===== config.mk =====
export PLATFORM = sky130hd
export DESIGN_NAME = div32_iter
export DESIGN_NICKNAME = d
export VERILOG_FILES = /design/src/rtl/div32_iter.sv
export SDC_FILE = /design/constraint.sdc
export NUM_CORES = 1
export LEC_CHECK = 0
export ABC_AREA = 1
export CAP_MARGIN = 10
export CORE_MARGIN = 5
export CORE_UTILIZATION = 25
export DETAILED_ROUTE_END_ITERATION = 8
export PLACE_DENSITY_LB_ADDON = 0.12
export SLEW_MARGIN = 20
export SYNTH_ARGS = -nofsm -noshare
export SYNTH_HDL_FRONTEND = slang
export SYNTH_SLANG_ARGS = --single-unit

===== constraint.sdc =====
create_clock -name clk -period 4.3 [get_ports clk]
set_input_delay 0.86 -clock clk [delete_from_list [all_inputs] [get_ports clk]]
set_output_delay 0.86 -clock clk [all_outputs]
set_load 0.02 [all_outputs]

===== src/rtl/div32_iter.sv =====
// Iterative restoring divider for RV32M DIV/DIVU/REM/REMU.
// Computes one quotient bit per cycle; divide-by-zero and signed overflow finish in one cycle.
module div32_iter #(
   parameter int WIDTH = 32
) (
   input  logic             clk,
   input  logic             rst_n,
   input  logic             start,
   input  logic [1:0]       op,
   input  logic [WIDTH-1:0] a,
   input  logic [WIDTH-1:0] b,
   output logic             busy,
   output logic             done,
   output logic [WIDTH-1:0] result
);

   localparam int CW = $clog2(WIDTH) + 1;

   typedef enum logic [1:0] {
      IDLE = 2'd0,
      CALC = 2'd1,
      FIN  = 2'd2
   } state_t;

   // Two's complement negation modulo 2^WIDTH.
   function automatic logic [WIDTH-1:0] neg2c(input logic [WIDTH-1:0] v);
      return '0 - v;
   endfunction

   // 0x80000000 maps to itself, which is the correct unsigned magnitude.
   function automatic logic [WIDTH-1:0] mag(input logic [WIDTH-1:0] v, input logic sgn);
      return (sgn && v[WIDTH-1]) ? neg2c(v) : v;
   endfunction

   state_t           r_state;
   state_t           w_state_nxt;
   logic [CW-1:0]    r_cnt;
   logic [WIDTH-1:0] r_rem;
   logic [WIDTH-1:0] r_quo;
   logic [WIDTH-1:0] r_dvs;
   logic [WIDTH-1:0] r_result;
   logic             r_is_rem;
   logic             r_neg_q;
   logic             r_neg_r;

   logic             w_accept;
   logic             w_signed;
   logic             w_is_rem;
   logic             w_b_zero;
   logic             w_ovf;
   logic             w_special;
   logic [WIDTH-1:0] w_special_val;
   logic [WIDTH-1:0] w_a_mag;
   logic [WIDTH-1:0] w_b_mag;
   logic [WIDTH:0]   w_rem_sh;
   logic [WIDTH+1:0] w_diff;
   logic             w_borrow;
   logic [WIDTH-1:0] w_rem_nxt;
   logic [WIDTH-1:0] w_quo_nxt;
   logic             w_last;
   logic [WIDTH-1:0] w_fin_val;
   logic             w_unused;

   // Accept decode: start is honoured whenever the unit is not iterating.
   assign w_accept = start && (r_state != CALC);
   assign w_signed = ~op[0];
   assign w_is_rem = op[1];
   assign w_a_mag  = mag(a, w_signed);
   assign w_b_mag  = mag(b, w_signed);

   assign w_b_zero  = (b == '0);
   assign w_ovf     = w_signed && (a == {1'b1, {(WIDTH-1){1'b0}}}) && (b == '1);
   assign w_special = w_b_zero || w_ovf;

   always_comb begin
      w_special_val = '0;
      if (w_b_zero) begin
         w_special_val = w_is_rem ? a : '1;
      end else if (w_ovf) begin
         w_special_val = w_is_rem ? '0 : a;
      end
   end

   // One restoring step: shift in the next dividend bit and trial-subtract on WIDTH+1 bits.
   assign w_rem_sh  = {r_rem, r_quo[WIDTH-1]};
   assign w_diff    = {1'b0, w_rem_sh} - {2'b00, r_dvs};
   assign w_borrow  = w_diff[WIDTH+1];
   // The kept remainder is always below the divisor, so it fits in WIDTH bits.
   assign w_rem_nxt = w_borrow ? w_rem_sh[WIDTH-1:0] : w_diff[WIDTH-1:0];
   assign w_quo_nxt = {r_quo[WIDTH-2:0], ~w_borrow};
   assign w_last    = (r_cnt == CW'(WIDTH - 1));
   assign w_unused  = w_diff[WIDTH];

   always_comb begin
      w_fin_val = '0;
      if (r_is_rem) begin
         w_fin_val = r_neg_r ? neg2c(w_rem_nxt) : w_rem_nxt;
      end else begin
         w_fin_val = r_neg_q ? neg2c(w_quo_nxt) : w_quo_nxt;
      end
   end

   always_ff @(posedge clk or negedge rst_n) begin
      if (!rst_n) begin
         r_state <= IDLE;
      end else begin
         r_state <= w_state_nxt;
      end
   end

   always_comb begin
      w_state_nxt = r_state;
      case (r_state)
         IDLE, FIN: begin
            if (start) begin
               w_state_nxt = w_special ? FIN : CALC;
            end else begin
               w_state_nxt = IDLE;
            end
         end
         CALC: begin
            if (w_last) begin
               w_state_nxt = FIN;
            end
         end
         default: w_state_nxt = IDLE;
      endcase
   end

   // Datapath registers: latched on accept, stepped in CALC, result captured entering FIN.
   always_ff @(posedge clk or negedge rst_n) begin
      if (!rst_n) begin
         r_cnt    <= '0;
         r_rem    <= '0;
         r_quo    <= '0;
         r_dvs    <= '0;
         r_result <= '0;
         r_is_rem <= 1'b0;
         r_neg_q  <= 1'b0;
         r_neg_r  <= 1'b0;
      end else if (w_accept) begin
         r_cnt    <= '0;
         r_rem    <= '0;
         r_quo    <= w_a_mag;
         r_dvs    <= w_b_mag;
         r_is_rem <= w_is_rem;
         r_neg_q  <= w_signed && (a[WIDTH-1] ^ b[WIDTH-1]);
         r_neg_r  <= w_signed && a[WIDTH-1];
         if (w_special) begin
            r_result <= w_special_val;
         end
      end else if (r_state == CALC) begin
         r_cnt <= r_cnt + CW'(1);
         r_rem <= w_rem_nxt;
         r_quo <= w_quo_nxt;
         if (w_last) begin
            r_result <= w_fin_val;
         end
      end
   end

   assign busy   = (r_state == CALC);
   assign done   = (r_state == FIN);
   assign result = r_result;

endmodule


**Word-level counts from Yosys, hierarchy flattened**

Cells that the tools add are included.

- Input bits: 69
- Output and inout port bits: 34
- Flip-flop bits (word level): 139
- Logic and storage cells: 63

- Reduce and logical (&&, ||, !) cells: 13
- Add/subtract/negate cells: 6
- Bitwise gates (word level): 3
- Equal/unequal tests: 8
- Multiplexer cells: 24

Operators with widths:

| cell | number |
|---|---|
| 32-bit two-way mux | 18 |
| 1-bit by 32-bit subtractor with 32-bit output (first input constant) | 4 |
| 32-bit equality test (second input constant) | 2 |
| 33-bit by 32-bit subtractor with 34-bit output | 1 |
| 32-bit logical NOT | 1 |
| 6-bit two-way mux | 2 |
| 6-bit by 1-bit adder with 6-bit output (second input constant) | 1 |
| 6-bit by 5-bit equality test with 1-bit output (second input constant) | 1 |
| 1-bit logical AND | 6 |
| 2-bit two-way mux | 3 |
| 2-bit by 1-bit inequality test with 1-bit output (second input constant) | 3 |
| 2-bit case mux with 2 select lines | 1 |
| 2-bit nonzero test | 2 |
| 3-bit AND reduction | 1 |
| 2-bit by 1-bit equality test with 1-bit output (second input constant) | 1 |
| 2-bit equality test (second input constant) | 1 |
| 2-bit logical NOT | 1 |
| 1-bit NOT | 2 |
| 2-bit OR reduction | 1 |
| 1-bit logical OR | 1 |
| 1-bit bitwise XOR | 1 |

**Logic depth before layout (Yosys ltp)**

- Depth in word-level cells: 8
- Mapped depth: 27
- Gate-level depth less buffers: 27

**Worst setup path after synthesis**

No wires, ideal clock.

- Path type: reg-to-reg
- From: reg r_rem[2]
- To: reg r_result[28] (netlist: result[28])
- Arrival time: 3222 ps
- Cell stages (with the launch flop): 26
- Slack: 961 ps
- Period minus slack after synthesis: 3339 ps
- Buffers on the path: 0
- Cell sequence: dfrtp_1 > ha_1 > nand2_2 > inv_1 > nand2_2 > nand2_1 > nand2_1 > nand3_2 > nand2_2 > nand2_4 > nand2_4 > nand2_8 > inv_2 > ha_1 > nand4_1 > nor3_1 > nand4_1 > nor2_2 > nand3_1 > o21ai_1 > o21ai_0 > xor2_1 > o21ai_0 > nand2_1 > nand2_1 > nand2_1

- Word-level cells in the longest chain between the ends: 8
- Elaborated cells between the ends (all ways): 11
- Those cells by class: add/sub (3); mux (7); bitwise (1)

RTL lines:

| what | line | text |
|---|---|---|
| start, declared | 38 | `logic [WIDTH-1:0] r_rem;` |
| start signal, assigned | 154 | `r_rem <= w_rem_nxt;` |
| 33-bit by 32-bit subtractor with 34-bit output | 86 | `assign w_diff = {1'b0, w_rem_sh} - {2'b00, r_dvs};` |
| 32-bit two-way mux / 1-bit NOT (equally long branches) | 89, 90 |  |
| 1-bit by 32-bit subtractor with 32-bit output | 27 | `return '0 - v;` |
| 32-bit two-way mux, on equally long branches | 97, 99 |  |
| 32-bit two-way mux * | 96 | `if (r_is_rem) begin` |
| 32-bit two-way mux * | 156 | `if (w_last) begin` |
| 32-bit two-way mux * | 152 | `end else if (r_state == CALC) begin` |
| 32-bit two-way mux * | 141 | `end else if (w_accept) begin` |
| end signal, assigned | 150 | `r_result <= w_special_val;` |
| end signal, assigned | 157 | `r_result <= w_fin_val;` |
| end, declared | 41 | `logic [WIDTH-1:0] r_result;` |

Mark *: on every way between the ends. The rest lies on a longest branch, timed or not. The select of a mux whose other input is x is not followed.
A chain may end at the register's enable or synchronous reset.

**Worst setup path after layout**

- From: reg r_dvs[28]
- To: reg r_result[30] (netlist: result[30])

- Word-level cells in the longest chain between the ends: 8
- Elaborated cells between the ends (all ways): 11
- Those cells by class: add/sub (3); mux (7); bitwise (1)

RTL lines:

| what | line | text |
|---|---|---|
| start, declared | 40 | `logic [WIDTH-1:0] r_dvs;` |
| start signal, assigned | 145 | `r_dvs <= w_b_mag;` |
| 33-bit by 32-bit subtractor with 34-bit output * | 86 |  |
| 32-bit two-way mux / 1-bit NOT (equally long branches) | 89, 90 |  |
| 1-bit by 32-bit subtractor with 32-bit output | 27 |  |
| 32-bit two-way mux, on equally long branches | 97, 99 |  |
| 32-bit two-way mux * | 96 |  |
| 32-bit two-way mux * | 156 |  |
| 32-bit two-way mux * | 152 |  |
| 32-bit two-way mux * | 141 |  |

Marks and branches as above.

==> metrics.txt <==
I/O pins=103; fin crit share=0.925; critical path's largest stage delay=490 ps; status=complete, no violations; Avg Synthesized Cell Area=6.22 um2; Initial Utilization=0.252; r2r endpoint=result[30]; clock buffer depth=2; Num CTS Buffers=17; detailed-route via count=13200; first-pass GRT wire length=77400 um; Root Buffer=clkbuf_16; Critical Path End=result[30]; Unique masters post-synth=51; vias per inst=4.74; Final nets=2199; Setup Crit Path Kind=reg -> reg; vias in the first global route=12700; Core ar.=49900 um2; Setup Buffers After CTS=0; drt drc=0; Final Setup Violations=0; wire per inst=18.5 um; Synth Cell Area=12500 um2; Psw=8.19 mW; post-synthesis sequential area ratio=0.277; Worst EP required=4700 ps; Ys Warns=0; largest net degree at the start of global routing=104; Crit Path Max Fanout=5; Layout fillers=5652; cells after synthesis=2017; post-layout util=0.300; footprint of the multi-input gates=7660 um2; Worst path slowest cell=dfrtp_1; die width=234 um; Seq pwr share=0.180; layout cells sized above 1=0.0608; Reg clk slew, reported paths=60 ps; combinational power share=0.706; Worst Max-Slew Pin Slew=934 ps; register bit total from synthesis=139; synthesized net count=2125; PortBufs=102; die area=54800 um2; die height=234 um; total power draw=14.2 mW; Hold Violations, Final=0; Slew Limit Fails=0; Rows=82; Max Clk Rate=0.251 GHz; n_diodes=0; Max-Cap Viols=0; synthesis-to-finish area growth=19.2%; final setup TNS=0 ps; Arr. time, crit path=4380 ps; crit-path cells=inv_1, ha_1, nand2_1, inv_1, a21oi_2, inv_1, nand2_1, nand2_2, nor2_8, nand2_8, inv_2, ha_1, nand4_1, nor3_2, nand4_1, nor2_2, a31oi_1, a21oi_1, xor2_1, o21ai_0, nand2_1, nand2_1, nand2_1; HPWL after DPL=40700 um; CP top delay family=simple AND/OR/NAND/NOR gates; crit path capture type=register; H-tree level count=4; Buf/Inv on CP=4; Clock power frac=0.114; max_slew headroom=0.376; Fin Clk Skew=24.6 ps; Power Density=950 nW/um2; cell mode on critical path=nand2_1; post-route ant nets=0; number of detailed-route iterations in the first pass=5; worst hold-check path type=in -> async; Placer Congestion=0.902; Leak Pwr=7.12 nW; Worst VDD drop=0.483 mV; GRT overflow=0; initial antenna violation count=1; crit path time final=3980 ps; FF-to-FF Start=r_dvs[28]; FF+latch area=3480 um2; Crit. Startpoint=r_dvs[28]; DRT Wirelength=51400 um; startpoint types=register; Levels on crit path=23; DR iter-0 viols=985; worst-skew pair later-pin latency=460 ps; CTS sink cnt=139; FF-to-FF path depth=23; total global-route track usage=0.186; sw frac=0.576; register-to-register setup slack=320 ps; CTS tree=yes; RSZ-0062 raised after global routing=false; Pint=6.03 mW
==> how the worst min path moves through the flow <==
| stage | depth (start not counted) | start | slack [ps] | end |
|---|---|---|---|---|
| global route | 1 | r_state[1] | 490 | r_state[1] |
| detailed placement | 2 | result[20] | 470 | result[20] |
| CTS | 1 | rst_n | 480 | result[22] |
| floorplan | 1 | r_state[1] | 440 | r_state[1] |
| finish | 1 | rst_n | 450 | result[22] |
| global placement | 1 | r_state[1] | 460 | r_state[1] |
==> metal layers <==
layer	wire, um	vias to the layer above	global-route usage
met5	20	-	0
met2	23400	292	0.297
met1	24700	6175	0.265
li1	-	6635	-
met3	2380	47	0.0300
met4	860	2	0.0431
==> Yosys cell counts (all sizes together) <==
cell type / number / share of area
nand2: 647 / 0.20
inv: 284 / 0.085
o21ai: 203 / 0.083
nor2: 175 / 0.058
dfrtp: 139 / 0.28
nand3: 126 / 0.052
a21oi: 83 / 0.035
xor2: 66 / 0.046
clkbuf: 57 / 0.017
ha: 38 / 0.038
nor3: 38 / 0.017
nand4: 28 / 0.014
o211ai: 21 / 0.013
buf: 19 / 0.011
xnor2: 18 / 0.013
o22ai: 15 / 0.0075
nor4: 13 / 0.0065
o221ai: 13 / 0.0091
a31oi: 9 / 0.0045
and2: 5 / 0.0025
o31ai: 5 / 0.0030
nand3b: 3 / 0.0018
or2: 3 / 0.0015
clkinv: 2 / 0.00060
a211oi: 1 / 0.00060
a22oi: 1 / 0.00060
a32o: 1 / 0.00080
a41o: 1 / 0.00080
fa: 1 / 0.0016
o21a: 1 / 0.00060
o21bai: 1 / 0.00060
==> power by group through the flow <==
stage	registers (mW)	clock network, mW	logic (mW)
after global placement	2.58	0	10.1
after detailed placement	2.58	0	10.1
after global routing	2.63	1.71	11.3
final	2.56	1.62	10.0
after CTS	2.57	1.65	10.1
after floorplan	2.45	0	6.82
==> area by class of cell <==
type / instances / share of cell area
multi-input cells: 1516 / 0.512
clock buffers: 22 / 0.0324
inverters: 286 / 0.0718
well taps: 672 / 0.0562
flip-flops and latches: 139 / 0.233
clock inverters: 10 / 0.00928
repair buffers: 131 / 0.0854
==> per-stage QoR <==
step	hold WS, ps	instance area (um2)	worst slack, ps	std cells
after floorplan	444	12500	961	2017
after global placement	461	14300	329	2744
after detailed placement	469	14300	294	2744
after CTS	482	15000	265	2776
after global routing	491	15000	60.7	2776
final	448	15000	323	2776
==> kinds of logic (layout without fill, tap and decap cells) <==
group / Yosys count / after routing / share of synthesized area
XOR/XNOR: 84 / 84 / 0.0586
flip-flops: 139 / 139 / 0.277
buffers and inverters: 362 / 449 / 0.114
adder cells (fa/ha/maj): 39 / 39 / 0.0395
AND/OR/NAND/NOR: 1038 / 1038 / 0.353
AO/OA/AOI/OAI: 355 / 355 / 0.158
==> what timing repair did <==
item                       CTS  global route
hold buffers                 0             0
gates resized for setup      0             1
setup endpoints to repair    0             1
==> flip-flops by register name, summed over array words and instances (netlist names) <==
| register | flops |
|---|---|
| r_dvs | 32 |
| r_neg_r | 1 |
| r_rem | 32 |
| result | 32 |
| r_neg_q | 1 |
| r_state | 2 |
| r_is_rem | 1 |
| r_cnt | 6 |
| r_quo | 32 |
==> cell usage in the layout (no fill, tap or decap), types with 38 or more instances in the layout <==
cell type / netlist / routed
inv_1: 277 / 275
a21oi_1: 80 / 80
dfrtp_1: 139 / 139
clkdlybuf4s50_1: 0 / 101
nand2_1: 625 / 624
o21ai_0: 184 / 184
nand3_1: 122 / 122
nor2_1: 160 / 158
ha_1: 38 / 38
xor2_1: 66 / 66
==> worst register-to-register path, delay by kind of cell, from the launching register on <==
family | cells | cell delay, ps
simple gates | 12 | 1510
xor+xnor | 1 | 410
compound gates | 4 | 680
buf+inv | 4 | 300
fa+ha+maj | 2 | 540
flops | 1 | 490
Note: power is estimated with default switching activity, not from simulation.
==> variant, RTL diff (config.mk and constraints unchanged) <==
Set the parameter `WIDTH` to 16 (it was 32).
--- a/src/rtl/div32_iter.sv
+++ b/src/rtl/div32_iter.sv
@@ -3,3 +3,3 @@
 module div32_iter #(
-   parameter int WIDTH = 32
+   parameter int WIDTH = 16
 ) (
Ports: changed (resized a, b and result); port bits go from 103 to 55. The function was not compared with the original's and may differ.
==> variant against the unedited design <==
  * Setup slack better by 0.48 ns
  * Cell area is 50% lower
  * Power is 50% lower
  * Wire length is 58% lower
  * Sequential cell count is 65 lower
  * Sequential share of layout area is 1.4 points higher
  * Synthesized area is 50% lower
  * Via count is 52% lower
  * Die area is 48% lower
  * First-iteration DRC count is 53% lower
==> variant: results (changes against the unedited design) <==
[outcome]
outcome=completed

[yosys]
synth_area_leaders=dfrtp_1, nand2_1, inv_1
syn_nets=1039  ; -51%
synth_cell_types=44  ; -14%
synth_common_cells=nand2_1, inv_1, nor2_1
synth_xor_area_share_pct=2.92  ; -2.9 points
synth-adder-area-share_pct=4.89  ; +0.94 points
synth_compound_area_share_pct=16.0  ; +0.17 points
ys_async_sr_fraction_pct=100  ; unchanged
synthFlopType=dfrtp_1
yosysSeqAreaShare_pct=29.4  ; +1.7 points

[setup_path]
r2r-end=result[10]
worst_ep_arrival_time_ns=3.73  ; -0.65 ns
r2r_start=r_rem[6]
crit_start=a[0]
r2r_slack_ns=0.93  ; +0.61 ns
rr_worst_depth=21  ; -8.7%
cp_slowest_cell=nand2_1
critPathTopFamily=simple AND/OR/NAND/NOR gates
cp_max_fo=13  ; +8
max_stage_delay_ns=0.44  ; -0.05 ns
setup.worst_path.end=result[1]

[clock_network]
clock_latency_ns=0.35  ; -0.11 ns
htree_levels=3  ; -1
cts_buffers=9  ; -8
clk_pin_slew_ns=0.07
post-cts-setup-buffer-count=0  ; unchanged

[finish]
fin_nets=1087  ; -51%
n_antenna_cell=0  ; unchanged
drive_above_1_share_pct=7.57  ; +1.5 points

[sta]
worstMarginPinSlew_ns=0.966  ; +0.0319 ns
drv_slew=0  ; unchanged
skew_ns=0.00972  ; -0.0149 ns

[routing]
top_layer=met4
avgViaCountPerCell=4.65  ; -1.9%
avgRoutedWirePerCell_um=16.0  ; -14%
drt-met1-wl_um=10800  ; -56%
drt_iter0_markers=462  ; -53%
wl_met3_um=811  ; -66%
wl_met2_um=9790  ; -58%

[grt]
track_usage_pct=15.6  ; -3.1 points
first_global_vias=6265  ; -51%
antenna_found_initial=0  ; -1
met3_usage_pct=2.22  ; -0.78 points
grt_pass1_wl_um=35000  ; -55%
grtUsageMet1_pct=22.2  ; -4.3 points
grt_start_max_net_pins=59  ; -43%
grtUsageMet2_pct=24.6  ; -5.1 points

[flow_run]
max_cap_violations=0  ; unchanged

[place]
gp_congestion=0.858  ; -4.9%
dpl.hpwl_um=17200  ; -58%
port_buffers=54  ; -47%

[hold_path]
hold_path.class=flop to flop
hold_start=result[0]

[pwr]
p_leak_nw=3.68  ; -48%
peakVddDrop_uv=335  ; -31%

-- variant: metrics by stage --
stage / instances / setup WS, ns / utilization [%] / hold slack, ns / area, µm²
floorplan: 978 / 1.31 / - / 0.453 / 6290
global placement: 1345 / 0.619 / 28.8 / 0.470 / 7190
detailed placement: 1345 / 0.490 / 28.8 / 0.471 / 7190
CTS: 1361 / 0.854 / 30.1 / 0.487 / 7510
global route: 1361 / 0.428 / 30.1 / 0.510 / 7510
finish: 1361 / 0.801 / 30.1 / 0.481 / 7510
-- variant: where the power goes --
part	leakage, nW	switching [W]	internal (W)	total [W]
logic	2.62	0.00323	0.00168	0.00491
clock network	0.156	0.000327	0.000523	0.000850
registers	0.898	0.000361	0.00105	0.00141
total	3.68	0.00392	0.00326	0.00718
-- variant: layout make-up --
type	instances	area (µm²)
Clock buffer	11	243
Clock inverter	5	77.6
Fill cell	2840	17500
Inverter	156	586
Multi-Input combinational cell	716	3690
Sequential cell	74	1850
Tap cell	330	413
Timing Repair Buffer	69	651
